File: config.mk
export PLATFORM = sky130hd
export DESIGN_NAME = lcd_write_arbiter
export DESIGN_NICKNAME = d
export VERILOG_FILES = /design/src/rtl/lcd_write_arbiter.sv
export SDC_FILE = /design/constraint.sdc
export NUM_CORES = 1
export LEC_CHECK = 0
export ABC_AREA = 1
export CORE_MARGIN = 10
export CORE_UTILIZATION = 40
export DETAILED_ROUTE_END_ITERATION = 6
export GPL_TIMING_DRIVEN = 0
export HOLD_SLACK_MARGIN = 0.15
export MAX_ROUTING_LAYER = met4
export PLACE_DENSITY = 0.7
export SKIP_CTS_REPAIR_TIMING = 1
export SYNTH_ARGS = -nofsm -noshare
export SYNTH_HDL_FRONTEND = slang
export SYNTH_SLANG_ARGS = --single-unit
File: constraint.sdc
create_clock -name iCLK -period 1.4 [get_ports iCLK]
set_clock_uncertainty 0.1 [all_clocks]
set_input_delay 0.28 -clock iCLK [delete_from_list [all_inputs] [get_ports iCLK]]
set_output_delay 0.28 -clock iCLK [all_outputs]
set_load 0.05 [all_outputs]
File: src/rtl/lcd_write_arbiter.sv
// Character-LCD write-path owner: power-up init, then round-robin
// single-character writes (set-DDRAM-address + data) from two requesters.
module lcd_write_arbiter #(
  parameter int unsigned DLY_CYCLES = 262142,
  parameter int unsigned DLY_W      = 18
) (
  input  logic       iCLK,
  input  logic       iRST,
  input  logic       iREQ0,
  input  logic       iROW0,
  input  logic [3:0] iCOL0,
  input  logic [7:0] iCHR0,
  output logic       oACK0,
  input  logic       iREQ1,
  input  logic       iROW1,
  input  logic [3:0] iCOL1,
  input  logic [7:0] iCHR1,
  output logic       oACK1,
  output logic [7:0] oLCD_DATA,
  output logic       oLCD_RS,
  output logic       oLCD_Start,
  input  logic       iLCD_Done,
  output logic       oINIT_DONE,
  output logic       oBUSY
);

  typedef enum logic [3:0] {
    INIT_ISSUE, INIT_WAIT, INIT_DLY, IDLE,
    ADDR_ISSUE, ADDR_WAIT, ADDR_DLY,
    DATA_ISSUE, DATA_WAIT, DATA_DLY, ACK
  } state_t;

  state_t           state, stateN;
  logic [DLY_W-1:0] dlyCnt, dlyCntN;
  logic [1:0]       initIdx, initIdxN;
  logic             curRow, curRowN;
  logic [3:0]       curCol, curColN;
  logic [7:0]       curChr, curChrN;
  logic             curId, curIdN;
  logic             lastId, lastIdN;
  logic [7:0]       dataN;
  logic             rsN, startN, ack0N, ack1N, initDoneN, busyN;
  logic             dlyEnd, anyReq, pick1;

  function automatic logic [7:0] initByte(input logic [1:0] idx);
    case (idx)
      2'd0:    initByte = 8'h38;
      2'd1:    initByte = 8'h0C;
      2'd2:    initByte = 8'h01;
      default: initByte = 8'h06;
    endcase
  endfunction

  assign dlyEnd = (dlyCnt == DLY_W'(DLY_CYCLES - 1));
  assign anyReq = iREQ0 || iREQ1;
  // lastId == 1 means requester 1 was served last, so requester 0 wins a tie
  assign pick1  = iREQ1 && (!iREQ0 || !lastId);

  // state and all registered outputs
  always_ff @(posedge iCLK) begin
    if (iRST) begin
      state      <= INIT_ISSUE;
      dlyCnt     <= '0;
      initIdx    <= '0;
      curRow     <= 1'b0;
      curCol     <= '0;
      curChr     <= '0;
      curId      <= 1'b0;
      lastId     <= 1'b1;
      oLCD_DATA  <= '0;
      oLCD_RS    <= 1'b0;
      oLCD_Start <= 1'b0;
      oACK0      <= 1'b0;
      oACK1      <= 1'b0;
      oINIT_DONE <= 1'b0;
      oBUSY      <= 1'b1;
    end else begin
      state      <= stateN;
      dlyCnt     <= dlyCntN;
      initIdx    <= initIdxN;
      curRow     <= curRowN;
      curCol     <= curColN;
      curChr     <= curChrN;
      curId      <= curIdN;
      lastId     <= lastIdN;
      oLCD_DATA  <= dataN;
      oLCD_RS    <= rsN;
      oLCD_Start <= startN;
      oACK0      <= ack0N;
      oACK1      <= ack1N;
      oINIT_DONE <= initDoneN;
      oBUSY      <= busyN;
    end
  end

  // next-state sequencing
  always_comb begin
    stateN = state;
    case (state)
      INIT_ISSUE: stateN = INIT_WAIT;
      INIT_WAIT:  if (iLCD_Done) stateN = INIT_DLY;
      INIT_DLY:   if (dlyEnd) stateN = (initIdx == 2'd3) ? IDLE : INIT_ISSUE;
      IDLE:       if (anyReq && oINIT_DONE) stateN = ADDR_ISSUE;
      ADDR_ISSUE: stateN = ADDR_WAIT;
      ADDR_WAIT:  if (iLCD_Done) stateN = ADDR_DLY;
      ADDR_DLY:   if (dlyEnd) stateN = DATA_ISSUE;
      DATA_ISSUE: stateN = DATA_WAIT;
      DATA_WAIT:  if (iLCD_Done) stateN = DATA_DLY;
      DATA_DLY:   if (dlyEnd) stateN = ACK;
      ACK:        stateN = IDLE;
      default:    stateN = INIT_ISSUE;
    endcase
  end

  // next values for outputs and datapath registers
  // (ack is raised on entry to ACK so the pulse coincides with the ACK state)
  always_comb begin
    dataN     = oLCD_DATA;
    rsN       = oLCD_RS;
    startN    = oLCD_Start;
    ack0N     = 1'b0;
    ack1N     = 1'b0;
    initDoneN = oINIT_DONE;
    dlyCntN   = dlyCnt;
    initIdxN  = initIdx;
    curRowN   = curRow;
    curColN   = curCol;
    curChrN   = curChr;
    curIdN    = curId;
    lastIdN   = lastId;
    busyN     = (stateN != IDLE);
    case (state)
      INIT_ISSUE: begin
        dataN  = initByte(initIdx);
        rsN    = 1'b0;
        startN = 1'b1;
      end
      INIT_WAIT, ADDR_WAIT, DATA_WAIT: begin
        if (iLCD_Done) startN = 1'b0;
      end
      INIT_DLY: begin
        if (dlyEnd) begin
          dlyCntN = '0;
          if (initIdx == 2'd3) initDoneN = 1'b1;
          else                 initIdxN  = initIdx + 2'd1;
        end else begin
          dlyCntN = dlyCnt + 1'b1;
        end
      end
      IDLE: begin
        if (anyReq && oINIT_DONE) begin
          curRowN = pick1 ? iROW1 : iROW0;
          curColN = pick1 ? iCOL1 : iCOL0;
          curChrN = pick1 ? iCHR1 : iCHR0;
          curIdN  = pick1;
          lastIdN = pick1;
        end
      end
      ADDR_ISSUE: begin
        dataN  = {1'b1, curRow, 2'b00, curCol};
        rsN    = 1'b0;
        startN = 1'b1;
      end
      ADDR_DLY: begin
        dlyCntN = dlyEnd ? '0 : dlyCnt + 1'b1;
      end
      DATA_ISSUE: begin
        dataN  = curChr;
        rsN    = 1'b1;
        startN = 1'b1;
      end
      DATA_DLY: begin
        if (dlyEnd) begin
          dlyCntN = '0;
          ack0N   = !curId;
          ack1N   = curId;
        end else begin
          dlyCntN = dlyCnt + 1'b1;
        end
      end
      default: ;
    endcase
  end

endmodule

---- After elaboration in Yosys (flattened, before gate mapping) ----
Cells that the tools add are included.
operators by class
  multiply operators ...................... 0
  div/mod/pow operators ................... 0
  shifts and indexed selects .............. 0
  reductions and logical operators ........ 21
  bitwise operators ....................... 3
  mux-type cells .......................... 18
  add/sub/neg operators ................... 2
  equal/unequal tests ..................... 16
  $lt $le $gt $ge ......................... 0
operators with widths
  cell                                            number
  case mux 4 bit (11 select lines)                1
  2-to-1 mux 4 bit                                8
  case mux 8 bit (3 select lines)                 1
  adder 18 x 1 -> 18 bit (second input constant)  1
  == test 18 bit (second input constant)          1
  2-to-1 mux 18 bit                               1
  case mux 6 bit (3 select lines)                 1
  == test 4 x 3 -> 1 bit (second input constant)  4
  == test 4 bit (second input constant)           3
  OR reduction 3 bit                              4
  == test 4 x 2 -> 1 bit (second input constant)  2
  2-to-1 mux 8 bit                                1
  AND reduction 3 bit                             2
  == test 2 bit (second input constant)           2
  == test 4 x 1 -> 1 bit (second input constant)  1
  zero test 4 bit                                 1
  != test 4 x 2 -> 1 bit (second input constant)  1
  case mux 1 bit (2 select lines)                 2
  AND reduction 2 bit                             2
  nonzero test 2 bit                              2
  zero test 1 bit                                 3
  inverter 1 bit                                  3
  nonzero test 3 bit                              1
  adder 2 x 1 -> 2 bit (second input constant)    1
  8 further kinds                                 11
word-level totals
  memories ................................ 0
  input port bits ......................... 31
  RAM bits ................................ 0
  register bits after elaboration ......... 53
  output and inout port bits .............. 14
  logic and storage cells ................. 75
  latch bits .............................. 0
  memory bits (read-only) ................. 0

---- Depth between registers and ports, before layout ----
Gate-level depths: netlist of the first run.
  word-level depth ........................ 5
  depth in mapped cells ................... 11
  gate-level depth less buffers ........... 11

---- Least setup slack after synthesis of the first run ----
OpenSTA, ideal clock, no wires.
  kind .................................... register to register
  start ................................... register oINIT_DONE
  end ..................................... register curChr[3]
  buffers on the path ..................... 2
  required time ........................... 1166 ps
  clock period less this slack ............ 1664 ps
  path slack .............................. -264 ps
  stages on the path, launching flop included .. 6
  data arrival time ....................... 1430 ps
  cells stage by stage .................... dfxtp_1 > o21ai_0 > nor2_1 > buf_2 > buf_2 > a311oi_1
between the ends
  longest elaborated chain between the ends .. 2
ends and longest elaborated chain
  what                           RTL line  RTL
  start, declared                23        output logic oINIT_DONE,
  start signal, assigned         91        oINIT_DONE <= initDoneN;
  logical AND 1 bit              151       if (anyReq && oINIT_DONE) begin
  AND reduction 2 bit (no line)  n/a
  end signal, assigned           83        curChr <= curChrN;
  end, declared                  38        logic [7:0] curChr, curChrN;
No other way between the ends.
A chain may end at the register's enable or synchronous reset.

---- Worst setup path in the final report of the first run ----
  start ................................... register dlyCnt[1]
  end ..................................... register dlyCnt[3]
between the ends
  longest elaborated chain between the ends .. 2
  elaborated cells between the ends (all ways) .. 3
ends and longest elaborated chain
  what                                                             RTL line       RTL
  start, declared                                                  34             logic [DLY_W-1:0] dlyCnt, dlyCntN;
  start signal, assigned                                           79             dlyCnt <= dlyCntN;
  adder 18 x 1 -> 18 bit / == test 18 bit (equally long branches)  n/a
  2-to-1 mux 18 bit *                                              142, 165, 173
Every way passes the cells marked *; elsewhere a longest branch is shown, timed or not.

==> summary.md, run 1 <==
| Metric | Value |
|---|---|
| Status | `finished, violations left` |
| Period minus WS final | `about 1.6 ns` |
| Number of iterations in the first detailed-routing pass | `5` |
| Clock Tree Root | `clkbuf_8` |
| Synth-to-Final Area Change | `37.20%` |
| RR Endpoint | `dlyCnt[3]` |
| Worst setup margin | `-0.1784 ns` |
| Number of global-route vias before repair | `2,520` |
| Synthesized flop and latch total | `53` |
| Cts bufs inserted | `5` |
| Seq/Total Area, Yosys | `0.3885` |
| Worst Path Arrival | `1.68 ns` |
| Setup Crit Path Kind | `flip-flop to flip-flop` |
| Final worst-path cycle share | `1.127` |
| Drt total wl | `7.361 mm` |
| CTS tree | `done` |
| Critical path data required time | `1.50 ns` |
| Yosys cell types | `34` |
| Vias | `between 2,000 and 3,000` |
| Antenna Violating Nets Remaining | `0` |
| Syn Area/Cell | `7.004 um2` |
| Core area | `6719 um2` |
| Max_slew headroom | `0.6175` |
| Residual DRC | `0` |
| Total Power | `a little over 3 mW` |
| Failing checks | `negative setup slack` |
| Chip width | `slightly above 100 um` |
| DR iter-0 viols | `205` |
| Maxcap violations | `0` |
| Total global-route track usage | `0.1405` |
| Post-synthesis simple-gate area fraction | `0.3619` |
| Longest Clk Path Bufs | `2` |
| Max Fanout on Critical Path | `6` |
| Commonest non-fill, non-tap cell in the layout | `nand2_1` |
| Reg clk slew, reported paths | `0.11 ns` |
| Die footprint | `10,530 um2` |
| Placement Rows | `30` |
| Finished Layout Cells | `539` |
| CP endpoint kind | `flip-flop` |
| Unrepaired setup endpoints after global routing | `true` |
| Synthesized area | `2731 um2` |
| Grt ovf | `0` |
| Hold WC Path Type | `input port to flip-flop` |
| Hold WS | `between 0.3 and 0.4 ns` |
| Pin count of the biggest net entering global routing | `17` |
| Crit. Startpoint | `dlyCnt[1]` |
| Share of post-route cells with drive strength above 1 | `0.2789` |
| I/O Pins | `45` |
| Adder-Cell Fraction of Synth Area | `0.02749` |
| Final hold vios | `0` |
| Final Max Slew Viols | `0` |
| Synth Area in XOR/XNOR | `0.006413` |
| Largest family of logic cells by synthesized area | `simple AND/OR/NAND/NOR gates` |
| Vias/cell | `about 5.1` |
| Number of H-tree levels | `2` |
| Ys Warns | `0` |
| Compound-Gate Fraction of Synth Area | `0.1448` |
| Cells after synthesis | `390` |
| Placed Cells | `514` |
| Worst slew pin tran | `around 0.57 ns` |
| Starting Density | `0.4065` |
| Final setup fails | `32` |
| Register-to-Register Setup Slack | `-0.18 ns` |
| Max IR drop VDD | `0.4421 mV` |
| Global-route wire length before repair | `11.65 mm` |
| WL/cell | `13.66 um` |
| Leakage power total | `1.471 nW` |
| Commonest non-fill, non-tap cells in the layout | `nand2_1 (101), nor2_1 (46), dfxtp_1 (33)` |
| Die Ht | `between 100 and 150 um` |
| GP Congestion | `0.8858` |
| Core Util, Final | `0.5577` |
| N_diodes | `0` |
| Setup crit end | `dlyCnt[3]` |
| Sink Count | `53` |
| Initial antenna violation count | `0` |
| Buffers on Ports | `44` |
| Skew-Pair Late Insertion Delay | `between 0.3 and 0.4 ns` |
| Syn Nets | `427` |
| R2R cell count | `10` |
| Pwr Density | `804.9 nW/um2` |
| Fmax | `633.6 MHz` |
| Detail Placement HPWL | `between 5 and 6 mm` |
| Final nets | `495` |
| Mux cell area share after synthesis | `0` |
| Critical R2R Launch | `dlyCnt[1]` |
| CP startpoint kind | `flip-flop` |
[area by class of cell]
class / instances / area, um2
clock inverters: 2 / 13.76
inverters: 42 / 168.9
fillers: 617 / 2972
clock buffers: 6 / 72.57
repair buffers: 61 / 560.5
well taps: 80 / 100.1
plain buffers: 8 / 71.32
multi-input cells: 287 / 1647
flip-flops and latches: 53 / 1114
[Yosys cell counts]
cell type	count	area share
nand2_4	1	0.0041
nor2_8	2	0.015
nand2_1	113	0.16
o21ai_4	1	0.0060
nand3_1	16	0.029
a41oi_1	3	0.0096
xnor2_1	1	0.0032
o21bai_1	1	0.0027
a31oi_1	6	0.014
a21oi_1	20	0.037
xor2_1	1	0.0032
dfxtp_1	53	0.39
clkbuf_1	5	0.0069
buf_2	3	0.0055
o21ai_1	1	0.0018
nor2_2	6	0.014
nor2_4	4	0.016
inv_4	1	0.0023
nand4_1	6	0.014
a311oi_1	13	0.042
nor3b_2	2	0.0092
nor3_1	6	0.011
o21ai_0	10	0.018
and2_1	2	0.0046
ha_1	6	0.027
nand3b_1	1	0.0027
a211oi_1	1	0.0027
o211ai_1	1	0.0027
o21a_1	2	0.0055
inv_1	37	0.051
nand2_2	5	0.011
o2bb2ai_1	1	0.0032
inv_2	4	0.0055
nor2_1	55	0.076
[flip-flops by register name (all words and copies together) (netlist names)]
name        cells
curChr          8
curCol          4
curId           1
curRow          1
dlyCnt         18
initIdx         2
lastId          1
oACK0           1
oACK1           1
oBUSY           1
oINIT_DONE      1
oLCD_DATA       8
oLCD_RS         1
oLCD_Start      1
state           4
[where the power goes]
group | internal [mW] | switching, mW
clock | 0.358 | 0.524
sequential | 1.54 | 0.0362
combinational | 0.220 | 0.343
total | 2.11 | 0.903
[worst min-delay path by stage]
stage | startpoint | end | slack, ns | cells past startpoint
6_report | iREQ1 | curChr[1] | 0.34 | 4
5_1_grt | iREQ1 | curChr[2] | 0.38 | 4
4_1_cts | curId | oACK0 | 0.36 | 1
3_5_place_dp | curId | oACK0 | 0.34 | 1
3_3_place_gp | curId | oACK0 | 0.34 | 1
2_1_floorplan | curId | oACK0 | 0.31 | 1
[critical path, stage by stage (launching register included)]
cell and delay [ns]:
dfxtp_4 0.36, inv_2 0.06, ha_4 0.14, inv_2 0.05
nor2_4 0.11, nand2_2 0.08, inv_2 0.07, nand2_4 0.06
o21ai_4 0.23, buf_12 0.15, nor3_1 0.04
[routing by layer]
metal  wire length (um)  up-vias  global-route usage
met5                  0        -                   -
met4                 53        0             0.02928
met3                428        7             0.02681
met2               3646       66              0.2311
met1               3233     1267              0.1752
li1                   -     1410                   -
[kinds of logic after synthesis]
family / count (synthesis)
simple gates: 219
compound gates: 60
xor+xnor: 2
flops: 53
buf+inv: 50
fa+ha+maj: 6
[stage by stage]
step,TNS [ns],setup slack [ns],area (um2)
4_1_cts,-16.68,-0.4866,3397
2_1_floorplan,-0.3203,-0.06698,2770
6_report,-2.852,-0.1784,3747
3_5_place_dp,-18.52,-0.6579,3311
3_3_place_gp,-18.21,-0.6814,3311
5_1_grt,-6.303,-0.2616,3747
Note: power is estimated with default switching activity, not from simulation.
==> run 2, diff against run 1 <==
CORE_MARGIN = unset   (was 10)
MAX_ROUTING_LAYER = unset   (was met4)
==> run 2 against run 1 <==
Net effect: the run still ends with negative setup slack left; via count up 0.47%; cell count shrank 0.37%; clock power rose by 4.5%; combinational power fell by 2%; design area shrank 0.60%; die area down 32%; count of clock-buffer cells in the layout is 2 higher; sequential cell count is the same; sequential power about the same; setup slack improved by 0.018 ns; maximum frequency increased by 1.2%; total power grew 0.86%; largest power group unchanged.
==> summary.md, run 2 (synthesis gave the netlist of run 1 again) <==
| Metric | Value |
|---|---|
| CP Cell Sequence | `inv_4 -> nand2_2 -> nor2_4 -> nor2_8 -> buf_4 -> o21ai_4 -> buf_4 -> nor2_1` |
| DR iter-0 viols | `183 (-11%)` |
| Max IR drop VDD | `0.5465 mV (+24%)` |
| Maxcap violations | `0 (unchanged)` |
| I/O Pins | `45 (unchanged)` |
| Combinational Power Share | `0.182 (-0.005)` |
| Max_slew headroom | `0.6021 (-0.01546)` |
| Detail Placement HPWL | `4.976 mm (-7.7%)` |
| Core area | `6459 um2 (-3.9%)` |
| Period minus WS final | `1.560 ns (-0.01849 ns)` |
| Pwr Density | `816.8 nW/um2 (+1.5%)` |
| Longest Clk Path Bufs | `2 (unchanged)` |
| Vias | `2,763 (+0.47%)` |
| Worst slew pin tran | `0.5969 ns (+0.02319 ns)` |
| Status | `finished, violations left` |
| Number of iterations in the first detailed-routing pass | `4 (-1)` |
| Failing checks | `negative setup slack` |
| Cell mode on critical path | `buf_4` |
| Worst setup margin | `-0.1599 ns (+0.01849 ns)` |
| Sw Share | `0.2923 (-0.006981)` |
| Dpl ws | `-0.6906 ns (-0.03277 ns)` |
| Commonest non-fill, non-tap cell in the layout | `nand2_1` |
| Final hold vios | `0 (unchanged)` |
| Hold WC Path Type | `flip-flop to flip-flop` |
| Residual DRC | `0 (unchanged)` |
| Global-route wire length before repair | `11.10 mm (-4.7%)` |
| CTS tree | `done` |
| Fmax | `641.1 MHz (+1.2%)` |
| Number of H-tree levels | `2 (unchanged)` |
| Final setup fails | `37 (+16%)` |
| Placed Cells | `511 (-0.58%)` |
| Largest Register | `dlyCnt` |
| Share of post-route cells with drive strength above 1 | `0.2978 (+0.01896)` |
| GP Congestion | `0.8518 (-3.8%)` |
| Sink Count | `53 (unchanged)` |
| Crit. Startpoint | `state[1]` |
| Net Sw Power | `0.8894 mW (-1.5%)` |
| Max Fanout on Critical Path | `5 (-1)` |
| Skew-Pair Late Insertion Delay | `0.32 ns (about the same)` |
| Cts bufs inserted | `5 (unchanged)` |
| Drt total wl | `7.058 mm (-4.1%)` |
| Leakage power total | `1.466 nW (-0.34%)` |
| Commonest non-fill, non-tap cells in the layout | `nand2_1 (101), nor2_1 (43), dfxtp_1 (33)` |
| CP Buf/Inv Count | `3 (-1)` |
| Setup TNS | `-3.113 ns (-0.2610 ns)` |
| Part of the power in registers | `0.515 (-0.006)` |
| Number of global-route vias before repair | `2,498 (-0.87%)` |
| N_diodes | `0 (unchanged)` |
| CP startpoint kind | `flip-flop` |
| Unrepaired setup endpoints after global routing | `true` |
| Register-to-Register Setup Slack | `-0.16 ns (+0.02 ns)` |
| Grt ovf | `0 (unchanged)` |
| Finished Layout Cells | `537 (-0.37%)` |
| Final worst-path cycle share | `1.114 (-0.01320)` |
| Total global-route track usage | `0.1917 (+0.05113)` |
| Max FFs per register | `18 (unchanged)` |
| Die footprint | `7163 um2 (-32%)` |
| Initial antenna violation count | `0 (unchanged)` |
| Final nets | `496 (+0.20%)` |
| Largest stage delay on the critical path | `0.37 ns (about the same)` |
| Chip width | `84.64 um (-18%)` |
| Internal power | `2.153 mW (+1.9%)` |
| Crit path max-delay family | `simple AND/OR/NAND/NOR gates` |
| Vias/cell | `5.145 (+0.85%)` |
| Antenna Violating Nets Remaining | `0 (unchanged)` |
| Worst Path Arrival | `1.66 ns (-0.02 ns)` |
| Pin count of the biggest net entering global routing | `16 (-1)` |
| Worst Hold End | `oACK1` |
| Hold Startpoint | `curId` |
| Worst path slowest cell | `dfxtp_4` |
| Critical R2R Launch | `state[1]` |
| R2R cell count | `8 (-2)` |
| Critical path data required time | `1.50 ns (about the same)` |
| RR Endpoint | `dlyCnt[12]` |
| Starting Density | `0.4229 (+0.01638)` |
| WL/cell | `13.14 um (-3.8%)` |
| Synth-to-Final Area Change | `36.37%` |
| Clock power frac | `0.303 (+0.011)` |
| Final Max Slew Viols | `0 (unchanged)` |
| Registers with the most flip-flops | `dlyCnt x18, curChr x8, oLCD_DATA x8` |
| Hold Path Stages | `2 (-2)` |
| Clock Tree Root | `clkbuf_8` |
| Reg clk slew, reported paths | `0.09 ns (-0.02 ns)` |
| Setup Crit Path Kind | `flip-flop to flip-flop` |
| CP endpoint kind | `flip-flop` |
| Placement Rows | `29 (-3.3%)` |
| Die Ht | `84.64 um (-18%)` |
| Buffers on Ports | `44 (unchanged)` |
## run 2: changes by cell type in the layout (fill, tap and decap cells not counted), sizes merged
cell           delta
clkdlybuf4s50     +2
dlymetal6s2s      -2
clkinv            -1
nor2              +1
clkinvlp          -1
clkbuf            +2
## run 2: worst max-delay path by stage
| stage | cells past startpoint | end | slack (ns) |
|---|---|---|---|
| floorplan | 9 | dlyCnt[10] | -0.07 |
| global placement | 8 | oBUSY | -0.68 |
| detailed placement | 8 | oBUSY | -0.69 |
| CTS | 1 | oLCD_DATA[1] | -0.47 |
| global route | 8 | dlyCnt[3] | -0.23 |
| finish | 8 | dlyCnt[12] | -0.16 |
## run 2: cell type report
class	instances	area, um2
tap	77	96.34
timing repair buffer	61	514.2
multi-input combinational	288	1682
sequential	53	1114
fill	619	2734
buffer	8	56.30
inverter	42	172.7
clock buffer	8	90.09
## run 2: power groups by stage
stage | logic [mW] | clock network [mW] | registers [mW]
floorplan | 0.203 | 0 | 1.71
global placement | 0.490 | 0 | 1.62
detailed placement | 0.494 | 0 | 1.62
CTS | 0.497 | 0.914 | 1.58
global route | 0.600 | 0.981 | 1.57
finish | 0.553 | 0.922 | 1.57
## run 2: worst reg2reg max path: stages, from the launching register on
cell and delay [ns]:
dfxtp_4 0.37, inv_4 0.06, nand2_2 0.06, nor2_4 0.19, nor2_8 0.09, buf_4 0.15, o21ai_4 0.23, buf_4 0.16
nor2_1 0.04
## run 2: layer usage
layer,track usage,up-vias,part of all wire
met5,0,-,0
met4,0.05085,0,0.013
met3,0.02753,10,0.044
met2,0.3178,65,0.48
met1,0.2612,1272,0.46
li1,-,1416,-
## run 2: per-stage QoR
| stage | total power, mW | utilization | hold WS (ns) | instance area, um2 |
|---|---|---|---|---|
| 2_1_floorplan | 1.908 | - | 0.3132 | 2770 |
| 6_report | 3.042 | 0.5767 | 0.3521 | 3725 |
| 5_1_grt | 3.154 | 0.5767 | 0.3664 | 3725 |
| 3_3_place_gp | 2.106 | 0.5120 | 0.3389 | 3307 |
| 3_5_place_dp | 2.110 | 0.5120 | 0.3438 | 3307 |
| 4_1_cts | 2.993 | 0.5260 | 0.3597 | 3397 |
==> run 3, diff against run 2 <==
CORE_ASPECT_RATIO = 0.6   (was unset)
==> run 3 against run 2 <==
Net effect: the flow still finishes with violations (negative setup slack); sequential power barely moved; setup slack lost 0.011 ns; sequential share of layout area is 0.23 points lower; design area rose by 0.77%; non-clock buffer count is the same; largest power group unchanged.
==> summary.md, run 3 (synthesis gave the netlist of run 1 again) <==
| Metric | Value |
|---|---|
| Final setup fails | `46 (+24%)` |
| I/O Pins | `45 (unchanged)` |
| Initial antenna violation count | `0 (unchanged)` |
| Core area | `6359 um2 (-1.5%)` |
| Share of post-route cells with drive strength above 1 | `0.3007 (+0.002828)` |
| Unrepaired setup endpoints after global routing | `true` |
| GR Layer Usage met3 | `0.03251 (+0.004980)` |
| Worst setup margin | `-0.1709 ns (-0.01094 ns)` |
| Cts bufs inserted | `5 (unchanged)` |
| Antenna Violating Nets Remaining | `0 (unchanged)` |
| Setup TNS | `-3.961 ns (-0.8481 ns)` |
| Commonest non-fill, non-tap cell in the layout | `nand2_1` |
| Sink Count | `53 (unchanged)` |
| WL/cell | `14.72 um (+12%)` |
| Clock power frac | `0.367 (+0.064)` |
| Final worst-path cycle share | `1.122 (+0.007817)` |
| Pwr Density | `900.0 nW/um2 (+10%)` |
| Status | `finished, violations left` |
| Number of iterations in the first detailed-routing pass | `5 (+1)` |
| Internal power | `2.413 mW (+12%)` |
| Part of the power in registers | `0.464 (-0.051)` |
| Fmax | `636.6 MHz (-0.70%)` |
| Pin count of the biggest net entering global routing | `18 (+2)` |
| Largest Register | `dlyCnt` |
| Hold WC Path Type | `flip-flop to flip-flop` |
| Core Util, Final | `0.5903 (+0.01361)` |
| Worst Path Arrival | `1.65 ns (about the same)` |
| Worst slew pin tran | `0.6665 ns (+0.06957 ns)` |
| Longest Clk Path Bufs | `2 (unchanged)` |
| Gr busiest metal | `met1` |
| Starting Density | `0.4296 (+0.006657)` |
| Combinational Power Share | `0.169 (-0.013)` |
| GP Congestion | `0.9099 (+6.8%)` |
| Clock Tree Root | `clkbuf_16` |
| Total Power | `3.378 mW (+11%)` |
| Leakage power total | `1.436 nW (-2.1%)` |
| Max_slew headroom | `0.5557 (-0.04638)` |
| Number of H-tree levels | `2 (unchanged)` |
| Met2 usage | `0.2698 (-0.04803)` |
| Chip width | `108.7 um (+28%)` |
| CTS tree | `done` |
| Max Fanout on Critical Path | `6 (+1)` |
| Synth-to-Final Area Change | `37.43%` |
| Global-route wire length before repair | `11.26 mm (+1.5%)` |
| Max FFs per register | `18 (unchanged)` |
| Total global-route track usage | `0.2046 (+0.01298)` |
| CP endpoint kind | `flip-flop` |
| Failing checks | `negative setup slack` |
| Vias | `2,847 (+3.0%)` |
| Number of global-route vias before repair | `2,314 (-7.4%)` |
| N_diodes | `0 (unchanged)` |
| Max IR drop VDD | `0.5493 mV (+0.50%)` |
| Placed Cells | `518 (+1.4%)` |
| Registers with the most flip-flops | `dlyCnt x18, curChr x8, oLCD_DATA x8` |
| Final nets | `495 (-0.20%)` |
| Final Max Slew Viols | `0 (unchanged)` |
| CP startpoint kind | `flip-flop` |
| Skew-Pair Late Insertion Delay | `0.29 ns (-0.03 ns)` |
| Maxcap violations | `0 (unchanged)` |
| Die footprint | `7174 um2 (+0.15%)` |
| Detail Placement HPWL | `5.487 mm (+10%)` |
| GR Util met1 | `0.3291 (+0.06794)` |
| Net Sw Power | `0.9649 mW (+8.5%)` |
| Period minus WS final | `1.571 ns (+0.01094 ns)` |
| Reg clk slew, reported paths | `0.07 ns (-0.02 ns)` |
| Hold WS | `0.3555 ns (+0.003452 ns)` |
| Grt ovf | `0 (unchanged)` |
| Setup Crit Path Kind | `flip-flop to flip-flop` |
| Critical path data required time | `1.48 ns (-0.02 ns)` |
| Sw Share | `0.2856 (-0.006725)` |
| FILL cells | `557 (-10%)` |
| Drt total wl | `7.993 mm (+13%)` |
| Vias/cell | `5.243 (+1.9%)` |
| Buffers on Ports | `44 (unchanged)` |
| Die Ht | `66.01 um (-22%)` |
| R2R cell count | `9 (+1)` |
| Finished Layout Cells | `543 (+1.1%)` |
| Final hold vios | `0 (unchanged)` |
| Residual DRC | `0 (unchanged)` |
| DR iter-0 viols | `209 (+14%)` |
| Commonest non-fill, non-tap cells in the layout | `nand2_1 (99), nor2_1 (45), dfxtp_1 (33)` |
| Placement Rows | `22 (-24%)` |
| Hold Path Stages | `2 (unchanged)` |
-- run 3: changes by cell type in the layout (fill, tap and decap cells not counted), moves of 3 or more --
| cell | previous run | this run |
|---|---|---|
| clkbuf_8 | 6 | 0 |
| a311oi_2 | 0 | 3 |
| a311oi_1 | 13 | 10 |
| clkbuf_16 | 0 | 5 |
-- run 3: through the flow --
stage                     instance area [um2]  worst slack (ns)
after floorplan                          2770          -0.06698
after global placement                   3316           -0.6511
after detailed placement                 3316           -0.7204
after CTS                                3462           -0.4349
after global routing                     3754           -0.2422
final                                    3754           -0.1709
-- run 3: worst paths after layout --
path / slack [ns] / end / start
worst min register to register: 0.36 / oACK1 / curId
worst max register to register: -0.17 / dlyCnt[9] / dlyCnt[4]
worst min-delay path: 0.36 / oACK1 / curId
worst max-delay path: -0.17 / dlyCnt[9] / dlyCnt[4]
-- run 3: layout make-up --
cell class | instances | area, um2 | share of cell area
clock buffer | 5 | 125.1 | 0.03333
buffer | 8 | 60.06 | 0.01600
clock inverter | 3 | 21.27 | 0.005667
sequential | 53 | 1114 | 0.2967
timing repair buffer | 61 | 501.7 | 0.1337
multi-input combinational | 287 | 1662 | 0.4427
tap | 84 | 105.1 | 0.02800
inverter | 42 | 165.2 | 0.04400
-- run 3: power by group through the flow --
stage / combinational (mW) / clock (mW) / sequential (mW)
after CTS: 0.509 / 1.25 / 1.58
after detailed placement: 0.508 / 0 / 1.61
after floorplan: 0.203 / 0 / 1.71
after global placement: 0.500 / 0 / 1.61
after global routing: 0.611 / 1.32 / 1.57
final: 0.569 / 1.24 / 1.57
-- run 3: layer usage --
metal  routed length (um)  part of all wire  vias up
li1                     -                 -     1415
met1                 4034              0.50     1324
met2                 3382              0.42      100
met3                  507             0.063        8
met4                   68            0.0085        0
met5                    0                 0        -
-- run 3: worst max-delay path, cell delays in order (launching register included) --
cell and delay, ns:
dfxtp_4 0.37, nand2_2 0.08, nor2_4 0.16, nand2_2 0.09, nor2_4 0.14, nand2_4 0.09
o21ai_4 0.22, inv_4 0.10, nand2_1 0.08, nor2_1 0.04
